<file path="src/rtl/shift_seq_pkg.sv">
// Purpose:      shared types and widths for the multi-cycle RV32 shift sequencer.
// Latency:      n/a (declarations only).
// Backpressure: n/a.
// Contents: XLEN/SHW widths, shift_op_e (op encoding), seq_state_e (sequencer FSM).
package shift_seq_pkg;

  localparam int XLEN = 32;
  localparam int SHW  = 5;

  typedef enum logic [1:0] {
    SH_SLL,
    SH_SRL,
    SH_SRA,
    SH_RSVD
  } shift_op_e;

  typedef enum logic [1:0] {
    S_IDLE,
    S_SHIFT,
    S_DONE
  } seq_state_e;

endpackage

</file>
<file path="src/rtl/shift_step.sv">
// Purpose:      one combinational shift step (SLL/SRL/SRA) applied to the working value.
// Latency:      combinational.
// Backpressure: none; the sequencer decides when the step is registered.
// Ports: op (operation), value (current working value), step4 (shift by 4 instead of 1,
//        present only with SHIFT_SEQ_STEP4_EN), value_nxt (value after the step).
// The reserved op passes the value through unchanged.
module shift_step
  import shift_seq_pkg::*;
(
  input  shift_op_e       op,
  input  logic [XLEN-1:0] value,
`ifdef SHIFT_SEQ_STEP4_EN
  input  logic            step4,
`endif
  output logic [XLEN-1:0] value_nxt
);

  always_comb begin
    value_nxt = value;
`ifdef SHIFT_SEQ_STEP4_EN
    if (step4) begin
      case (op)
        SH_SLL:  value_nxt = {value[XLEN-5:0], 4'b0000};
        SH_SRL:  value_nxt = {4'b0000, value[XLEN-1:4]};
        SH_SRA:  value_nxt = {{4{value[XLEN-1]}}, value[XLEN-1:4]};
        default: value_nxt = value;
      endcase
    end else begin
      case (op)
        SH_SLL:  value_nxt = {value[XLEN-2:0], 1'b0};
        SH_SRL:  value_nxt = {1'b0, value[XLEN-1:1]};
        SH_SRA:  value_nxt = {value[XLEN-1], value[XLEN-1:1]};
        default: value_nxt = value;
      endcase
    end
`else
    case (op)
      SH_SLL:  value_nxt = {value[XLEN-2:0], 1'b0};
      SH_SRL:  value_nxt = {1'b0, value[XLEN-1:1]};
      SH_SRA:  value_nxt = {value[XLEN-1], value[XLEN-1:1]};
      default: value_nxt = value;
    endcase
`endif
  end

endmodule

</file>
<file path="src/rtl/shift_sequencer.sv">
// Purpose:      multi-cycle SLL/SRL/SRA unit for the RV32 ALU, iterating a single-step shifter.
// Latency:      shamt+1 cycles from accept to valid_o (SHIFT_SEQ_STEP4_EN: shamt/4 + shamt%4 + 1).
// Backpressure: one op in flight; ready_o only in IDLE, result held in DONE until ready_i.
// Ports: clk_i/rst_ni (sync active-low reset); request valid_i/ready_o with op_i, value_i,
//        shamt_i; flush_i kills the op in flight; response valid_o/ready_i with value_o;
//        busy_o high in SHIFT or DONE.
// Optional feature macro: SHIFT_SEQ_STEP4_EN (4-bit steps while the remaining count >= 4).
module shift_sequencer
  import shift_seq_pkg::*;
(
  input  logic            clk_i,
  input  logic            rst_ni,
  input  logic            valid_i,
  output logic            ready_o,
  input  logic [1:0]      op_i,
  input  logic [XLEN-1:0] value_i,
  input  logic [SHW-1:0]  shamt_i,
  input  logic            flush_i,
  output logic            valid_o,
  input  logic            ready_i,
  output logic [XLEN-1:0] value_o,
  output logic            busy_o
);

  seq_state_e      state_q, state_d;
  shift_op_e       op_q, op_d;
  logic [XLEN-1:0] value_q, value_d;
  logic [SHW-1:0]  count_q, count_d;
  logic [XLEN-1:0] step_val;
  logic [SHW-1:0]  dec;

`ifdef SHIFT_SEQ_STEP4_EN
  logic step4;
  assign step4 = (count_q >= SHW'(4));
  assign dec   = step4 ? SHW'(4) : SHW'(1);
`else
  assign dec   = SHW'(1);
`endif

  shift_step u_step (
    .op        (op_q),
    .value     (value_q),
`ifdef SHIFT_SEQ_STEP4_EN
    .step4     (step4),
`endif
    .value_nxt (step_val)
  );

  always_ff @(posedge clk_i) begin
    if (!rst_ni) begin
      state_q <= S_IDLE;
      op_q    <= SH_SLL;
      value_q <= '0;
      count_q <= '0;
    end else begin
      state_q <= state_d;
      op_q    <= op_d;
      value_q <= value_d;
      count_q <= count_d;
    end
  end

  always_comb begin
    state_d = state_q;
    op_d    = op_q;
    value_d = value_q;
    count_d = count_q;
    case (state_q)
      S_IDLE: begin
        // flush outranks a request arriving in the same cycle
        if (valid_i && !flush_i) begin
          op_d    = shift_op_e'(op_i);
          value_d = value_i;
          if (shamt_i != '0 && shift_op_e'(op_i) != SH_RSVD) begin
            count_d = shamt_i;
            state_d = S_SHIFT;
          end else begin
            // zero shift or reserved op: result is the operand itself
            count_d = '0;
            state_d = S_DONE;
          end
        end
      end
      S_SHIFT: begin
        if (flush_i) begin
          state_d = S_IDLE;
        end else begin
          value_d = step_val;
          count_d = count_q - dec;
          if (count_d == '0) state_d = S_DONE;
        end
      end
      S_DONE: begin
        if (flush_i || ready_i) state_d = S_IDLE;
      end
      default: state_d = S_IDLE;
    endcase
  end

  // ready_o is forced low while reset is asserted so nothing is accepted then
  assign ready_o = rst_ni && (state_q == S_IDLE);
  assign valid_o = (state_q == S_DONE);
  assign busy_o  = (state_q == S_SHIFT) || (state_q == S_DONE);
  assign value_o = value_q;

endmodule
</file>
<file path="config.mk">
export PLATFORM = sky130hd
export DESIGN_NAME = shift_sequencer
export DESIGN_NICKNAME = d
export VERILOG_FILES = /design/src/rtl/shift_seq_pkg.sv /design/src/rtl/shift_step.sv /design/src/rtl/shift_sequencer.sv
export SDC_FILE = /design/constraint.sdc
export NUM_CORES = 1
export LEC_CHECK = 0
export BUFFER_PORTS_ARGS = -buffer_cell sky130_fd_sc_hd__buf_4
export CORE_MARGIN = 1.5
export CORE_UTILIZATION = 54
export CTS_CLUSTER_DIAMETER = 50
export DETAILED_ROUTE_END_ITERATION = 10
export HOLD_SLACK_MARGIN = 0.02
export PLACE_DENSITY = 0.85
export SYNTH_ARGS = -nofsm -noshare
export SYNTH_HDL_FRONTEND = slang
export SYNTH_SLANG_ARGS = --single-unit
</file>
<file path="constraint.sdc">
create_clock -name clk_i -period 3.29 [get_ports clk_i]
set_clock_uncertainty 0.1 [all_clocks]
set_input_delay 0 -clock clk_i [delete_from_list [all_inputs] [get_ports clk_i]]
set_output_delay 0 -clock clk_i [all_outputs]
set_load 0.005 [all_outputs]
</file>
==> summary.txt, run 1 <==
Setup path
  – Required time worst endpoint: about 3.4 ns
  – Slowest CP cell: dlygate4sd3_1
  – Reg-to-reg startpoint: state_q[0]
  – Endpoint class of the critical path: flip-flop
  – Crit path max fanout: 9
  – Critical R2R Capture: count_q[4]
  – Flop-to-flop setup slack: ~0.62 ns
  – Crit path buf inv count: 2
  – R2R depth: 7
  – CP delay by family, top: buffers and inverters
  – Max stage delay on crit path: 0.59 ns
  – Crit-path cells: inv_1 -> ha_1 -> mux2i_1 -> nor2_1 -> o21ai_0 -> a21oi_1 -> dlygate4sd3_1
  – Kind of critical path: reg -> reg
  – Worst setup SP type: flip-flop
  – Worst endpoint data arrival time: 2.75 ns

Logic synthesis
  – Synth Instances: approximately 320
  – Yosys cell types: 32
  – Flops & latches, synth: 41
  – Synth Flop Type: dfxtp_1
  – Asr flop ratio synth: 0%
  – Register area share after synthesis: 34.6%
  – Post-Syn Area: 2370 µm²
  – Syn_area_per_cell: 7.33 µm²
  – Ys Warns: 0
  – Syn nets: 376
  – EDFF count, synth: 0

STA
  – Fin Hold WS: 0.0384 ns
  – Fin crit period: 2.67 ns
  – Slew margin rel.: 20.5%
  – Hold Violations, Final: 0
  – RSZ-0062 raised after global routing: no
  – Fmax: 375 MHz
  – Final setup fails: 0
  – Total negative setup slack: 0 ns
  – Worst-Margin Slew: 1.19 ns
  – Slew Viols, Final: 0
  – Period utilization: 81.0%

Layout
  – Footprint of the multi-input gates: 1300 µm²
  – Register area: 821 µm²
  – Area Growth Syn to Fin: 45.9%
  – Fillers: 263
  – Nets: slightly below 500
  – Share of layout cells above drive strength 1: between 20% and 30%
  – Most frequent cells in the layout: 82 x buf_4, 55 x o21ai_0, 42 x dlygate4sd3_1
  – Inserted Diodes: 0
  – Commonest non-fill, non-tap cell in the layout: buf_4

Worst hold path
  – Worst hold endpoint: value_o[4]
  – Hold path cells: 3
  – Worst hold start: value_i[4]
  – Hold crit path type: in -> reg

Global routing
  – Largest net degree at the start of global routing: 63
  – Total track usage: 30.6%
  – GRT Residual Overflow: 0
  – First-pass GRT wire length: 12.1 mm
  – Initial antenna violation count: 0
  – Vias in the first global route: 2656

Power
  – P_int: 1.32 mW
  – Lkg Pwr: 1.36 nW
  – Clock Power Share: 14.4%
  – Gate power share: 51.8%
  – Net load switching power: about 960 µW
  – Seq pwr share: 33.9%
  – Switching share of power: a little over two fifths
  – Peak supply drop: around 0.33 mV
  – P per Cell Area: 657 nW/µm²

Floorplanning
  – Die height: 69.3 µm
  – Starting density of the core: 57.7%
  – Die X: approximately 69 µm
  – Placement Rows: 23
  – Die ar.: just under 5000 µm²
  – Core Area: 4120 µm²
  – Num ports: 79

Placement
  – GP Congestion: approximately 0.86
  – Buffers on Ports: 78
  – Dpl hpwl: 4.20 mm

Clock network
  – CTS max path bufs: 2
  – Clock Tree Root: clkbuf_8
  – CTS Buf Count: 5
  – Postcts setup bufs: 0
  – Clock transition at the registers of the reported paths: 0.09 ns
  – CTS tree: built
  – H-Tree Depth: 2
  – Clock sinks: 41
  – Worst skew pair latency: 0.29 ns

Routing
  – Vias/cell: around 5.7
  – Drt pass-1 iters: 6
  – Routed WL: 7.23 mm
  – Vias: between 2000 and 3000
  – Remaining antenna violation count: 0
  – Routed WL per cell: 15.0 µm
  – # DRC: 0
  – DRT iter0 DRCs: 197

Outcome
  – Status: completed

Job
  – Total of max-cap violations: 0
## how the worst max path moves through the flow
stage	startpoint	to	slack, ns	cells past startpoint
after floorplan	op_q[0]	value_o[10]	1.35	8
after global placement	state_q[0]	value_o[27]	1.06	7
after detailed placement	state_q[0]	value_o[6]	0.93	7
after CTS	state_q[0]	count_q[4]	0.81	7
after global routing	state_q[0]	count_q[4]	0.52	7
final	state_q[0]	count_q[4]	0.62	7
## synth_stat cells (2+ instances only)
cell	number	share of area, %
o221ai_1	4	1.5
dfxtp_1	41	35
buf_2	6	1.3
nor3b_1	2	0.63
nand2_1	38	6.0
ha_1	8	4.2
a21oi_1	8	1.7
a2bb2oi_1	2	0.74
inv_1	41	6.5
nand2b_1	5	1.3
nor2_1	37	5.9
a211oi_1	3	0.95
clkbuf_1	19	3.0
a22oi_1	3	0.95
o21ai_0	55	12
a311oi_1	28	10
mux2i_1	4	1.7
xor2_1	2	0.74
o211ai_1	5	1.6
## final cells by class
type	count	area share [%]
clock buffers	5	1.99
clock inverters	3	0.506
inverters	41	4.45
multi-input cells	217	37.6
flip-flops and latches	41	23.7
well taps	50	1.81
repair buffers	124	29.9
## worst reg2reg max path, stage by stage, from the launching register on
cell,delay [ns]
dfxtp_1,0.35
inv_1,0.10
ha_1,0.28
mux2i_1,0.50
nor2_1,0.29
o21ai_0,0.29
a21oi_1,0.06
dlygate4sd3_1,0.59
## power by group through the flow
stage	combinational [mW]	sequential, mW	clock, mW
floorplan	0.720	0.751	0
global placement	1.04	0.770	0
detailed placement	1.08	0.772	0
CTS	1.13	0.762	0.332
global route	1.31	0.789	0.350
finish	1.18	0.771	0.327
## sequential cells by signal, indices dropped and copies added, names as in the netlist
name	count
count_q	5
op_q	2
state_q	2
value_o	32
## repair_timing
| item | 4_1_cts | 5_1_grt |
|---|---|---|
| endpoints found under the hold margin | 39 | 1 |
| resized for setup | 0 | 0 |
| hold buffers | 41 | 1 |
## per-stage QoR
stage	instances	power (mW)	setup WS, ns	util, %	area [µm²]
finish	481	2.27	0.624	84.1	3460
floorplan	324	1.47	1.35	-	2370
global route	481	2.45	0.516	84.1	3460
CTS	480	2.23	0.808	83.9	3450
detailed placement	431	1.85	0.926	71.8	2960
global placement	431	1.81	1.06	71.8	2960
## metal layers
layer / vias to the layer above / global-route usage, % / wire (µm) / share of wire [%]
li1: 1338 / - / - / -
met1: 1265 / 36.3 / 2860 / 40
met2: 130 / 52.5 / 3640 / 50
met3: 29 / 7.12 / 472 / 6.5
met4: 0 / 13.7 / 251 / 3.5
met5: - / 0 / 0 / 0
## cells by family (layout without fill, tap and decap cells)
family	count (synthesis)	in the layout	share of synthesized area [%]
DFF	41	41	34.6
adders and majority gates	8	8	4.22
buffers and inverters	66	173	10.8
AOI/OAI and AO/OA	115	115	32.5
and+or+nand+nor	87	87	15.1
xor gates and xnor gates	3	3	1.11
muxes	4	4	1.69
No activity file was read; power rests on OpenSTA's default activity.
==> run 2: changes to the inputs <==
--- a/config.mk
+++ b/config.mk
@@ -7,11 +7,11 @@
 export LEC_CHECK = 0
 export BUFFER_PORTS_ARGS = -buffer_cell sky130_fd_sc_hd__buf_4
 export CORE_MARGIN = 1.5
-export CORE_UTILIZATION = 54
+export CORE_UTILIZATION = 46
 export CTS_CLUSTER_DIAMETER = 50
 export DETAILED_ROUTE_END_ITERATION = 10
 export HOLD_SLACK_MARGIN = 0.02
-export PLACE_DENSITY = 0.85
+export PLACE_DENSITY = 0.77
 export SYNTH_ARGS = -nofsm -noshare
 export SYNTH_HDL_FRONTEND = slang
 export SYNTH_SLANG_ARGS = --single-unit
==> constraint.sdc (replaced) <==
create_clock -name clk_i -period 2.3 [get_ports clk_i]
set_clock_uncertainty 0.1 [all_clocks]
set_input_delay 0 -clock clk_i [delete_from_list [all_inputs] [get_ports clk_i]]
set_output_delay 0 -clock clk_i [all_outputs]
set_load 0.005 [all_outputs]
==> summary.txt, run 2 (same netlist as run 1, synthesis figures left out) <==
Outcome
  – Status: completed

Floorplanning
  – Num ports: between 70 and 80
  – Die height: 74.8 µm
  – Core Area: 4850 µm²
  – Starting density of the core: between 40% and 50%
  – Placement Rows: 25
  – Die X: 74.8 µm
  – Die ar.: ~5600 µm²

Clock network
  – Worst skew pair latency: 0.30 ns
  – Clock sinks: between 40 and 50
  – H-Tree Depth: 2
  – Postcts setup bufs: 0
  – Clock Tree Root: clkbuf_8
  – CTS tree: built
  – CTS max path bufs: 2
  – Clock transition at the registers of the reported paths: 0.08 ns
  – CTS Buf Count: 5

Setup path
  – Max stage delay on crit path: 0.36 ns
  – Kind of critical path: reg -> reg
  – CP delay by family, top: compound AO/OA/AOI/OAI gates
  – Slowest CP cell: dfxtp_1
  – Crit path max fanout: 62
  – Endpoint class of the critical path: flip-flop
  – Worst endpoint data arrival time: 2.20 ns
  – Crit path buf inv count: 2
  – Required time worst endpoint: 2.40 ns
  – Crit-path cells: inv_1 -> ha_1 -> mux2i_1 -> a311oi_4 -> buf_12 -> nor2_1 -> a311oi_1
  – Worst setup SP type: flip-flop

STA
  – Fin crit period: roughly 2.1 ns
  – Worst-Margin Slew: 0.543 ns
  – Total negative setup slack: 0 ns
  – Slew margin rel.: 63.7%
  – Period utilization: 91.2%
  – RSZ-0062 raised after global routing: no
  – Worst setup margin: roughly 0.20 ns
  – Slew Viols, Final: 0
  – Fmax: about 480 MHz
  – Hold Violations, Final: 0
  – Final setup fails: 0

Power
  – Switching share of power: 39.4%
  – Clock Power Share: 17.1%
  – Post-layout power: 3.35 mW
  – Seq pwr share: 32.5%
  – P_int: slightly above 2 mW
  – P per Cell Area: 947 nW/µm²
  – Gate power share: 50.4%
  – Net load switching power: around 1.3 mW
  – Peak supply drop: 0.403 mV
  – Lkg Pwr: 1.39 nW

Layout
  – Commonest non-fill, non-tap cell in the layout: buf_4
  – Most frequent cells in the layout: 87 x buf_4, 55 x o21ai_0, 41 x inv_1, 41 x dfxtp_1, 40 x dlygate4sd3_1
  – Share of layout cells above drive strength 1: 22.6%
  – Layout Utilization: 73.0%
  – Max reg flops: 32
  – Area Growth Syn to Fin: 49.1%
  – Inserted Diodes: 0
  – Fin area: 3540 µm²
  – Nets: 486

Job
  – Total of max-cap violations: 0

Routing
  – Routed WL per cell: 13.8 µm
  – # DRC: 0
  – Remaining antenna violation count: 0
  – Drt pass-1 iters: 4
  – DRT iter0 DRCs: 194
  – Vias: about 2700
  – Routed WL: 6.89 mm
  – Vias/cell: between 5 and 6

Placement
  – GP Congestion: 0.884
  – Post-DP Area: 3030 µm²
  – Pre-CTS setup slack: around 0.25 ns
  – Buffers on Ports: 78
  – Dpl hpwl: ~4.3 mm

Worst hold path
  – Hold crit path type: in -> reg

Global routing
  – Largest net degree at the start of global routing: 63
  – Total track usage: 25.3%
  – Initial antenna violation count: 0
  – Vias in the first global route: around 2400
  – First-pass GRT wire length: 11.0 mm
  – GRT Residual Overflow: 0
-- run 2: changes by cell type in the layout (fill, tap and decap cells not counted), sizes merged --
cell | before | now
bufinv | 0 | 1
dlygate4sd3 | 42 | 40
buf | 82 | 88
clkinv | 2 | 1
clkinvlp | 1 | 0
-- run 2: per-layer routing --
layer / global-route usage, % / wire [µm]
met5: 0 / 0
met4: 7.88 / 111
met3: 4.69 / 296
met2: 43.6 / 3460
met1: 32.1 / 3030
-- run 2: through the flow --
step           cells  hold slack [ns]
5_1_grt          501           0.0438
2_1_floorplan    324           0.0324
6_report         501           0.0390
4_1_cts          501           0.0297
3_5_place_dp     454            0.187
3_3_place_gp     454            0.170
-- run 2: worst paths after layout --
kind,start,slack [ns],end,depth (start not counted)
worst max-delay path,state_q[0],0.20,value_o[10],7
worst min-delay path,value_i[20],0.04,value_o[20],3
worst max register to register,state_q[0],0.20,value_o[10],7
worst min register to register,state_q[0],0.40,state_q[0],2
-- run 2: area by class of cell --
type                       instances  area (µm²)
fill                             390        1310
multi-input combinational        217        1300
timing repair buffer             128        1070
sequential                        41         821
inverter                          41         154
tap                               67        83.8
clock buffer                       5        68.8
clock inverter                     2        35.0
-- run 2: worst register-to-register path, stage by stage (launching register included) --
cell and delay, ns:
dfxtp_1 0.36, inv_1 0.07, ha_1 0.27, mux2i_1 0.21, a311oi_4 0.33, buf_12 0.28, nor2_1 0.11, a311oi_1 0.27
-- run 2: power groups by stage --
stage               clock network, mW  logic, mW  registers (mW)
floorplan                           0       1.03            1.07
CTS                             0.575       1.67            1.09
global route                    0.614       1.90            1.12
global placement                    0       1.57            1.10
detailed placement                  0       1.61            1.10
finish                          0.572       1.69            1.09
-- run 2: timing repair --
action | in CTS | in global routing
hold buffers | 40 | 0
gates resized for setup | 0 | 0
hold endpoints to repair | 40 | 0
endpoints found under the setup margin | 0 | 0
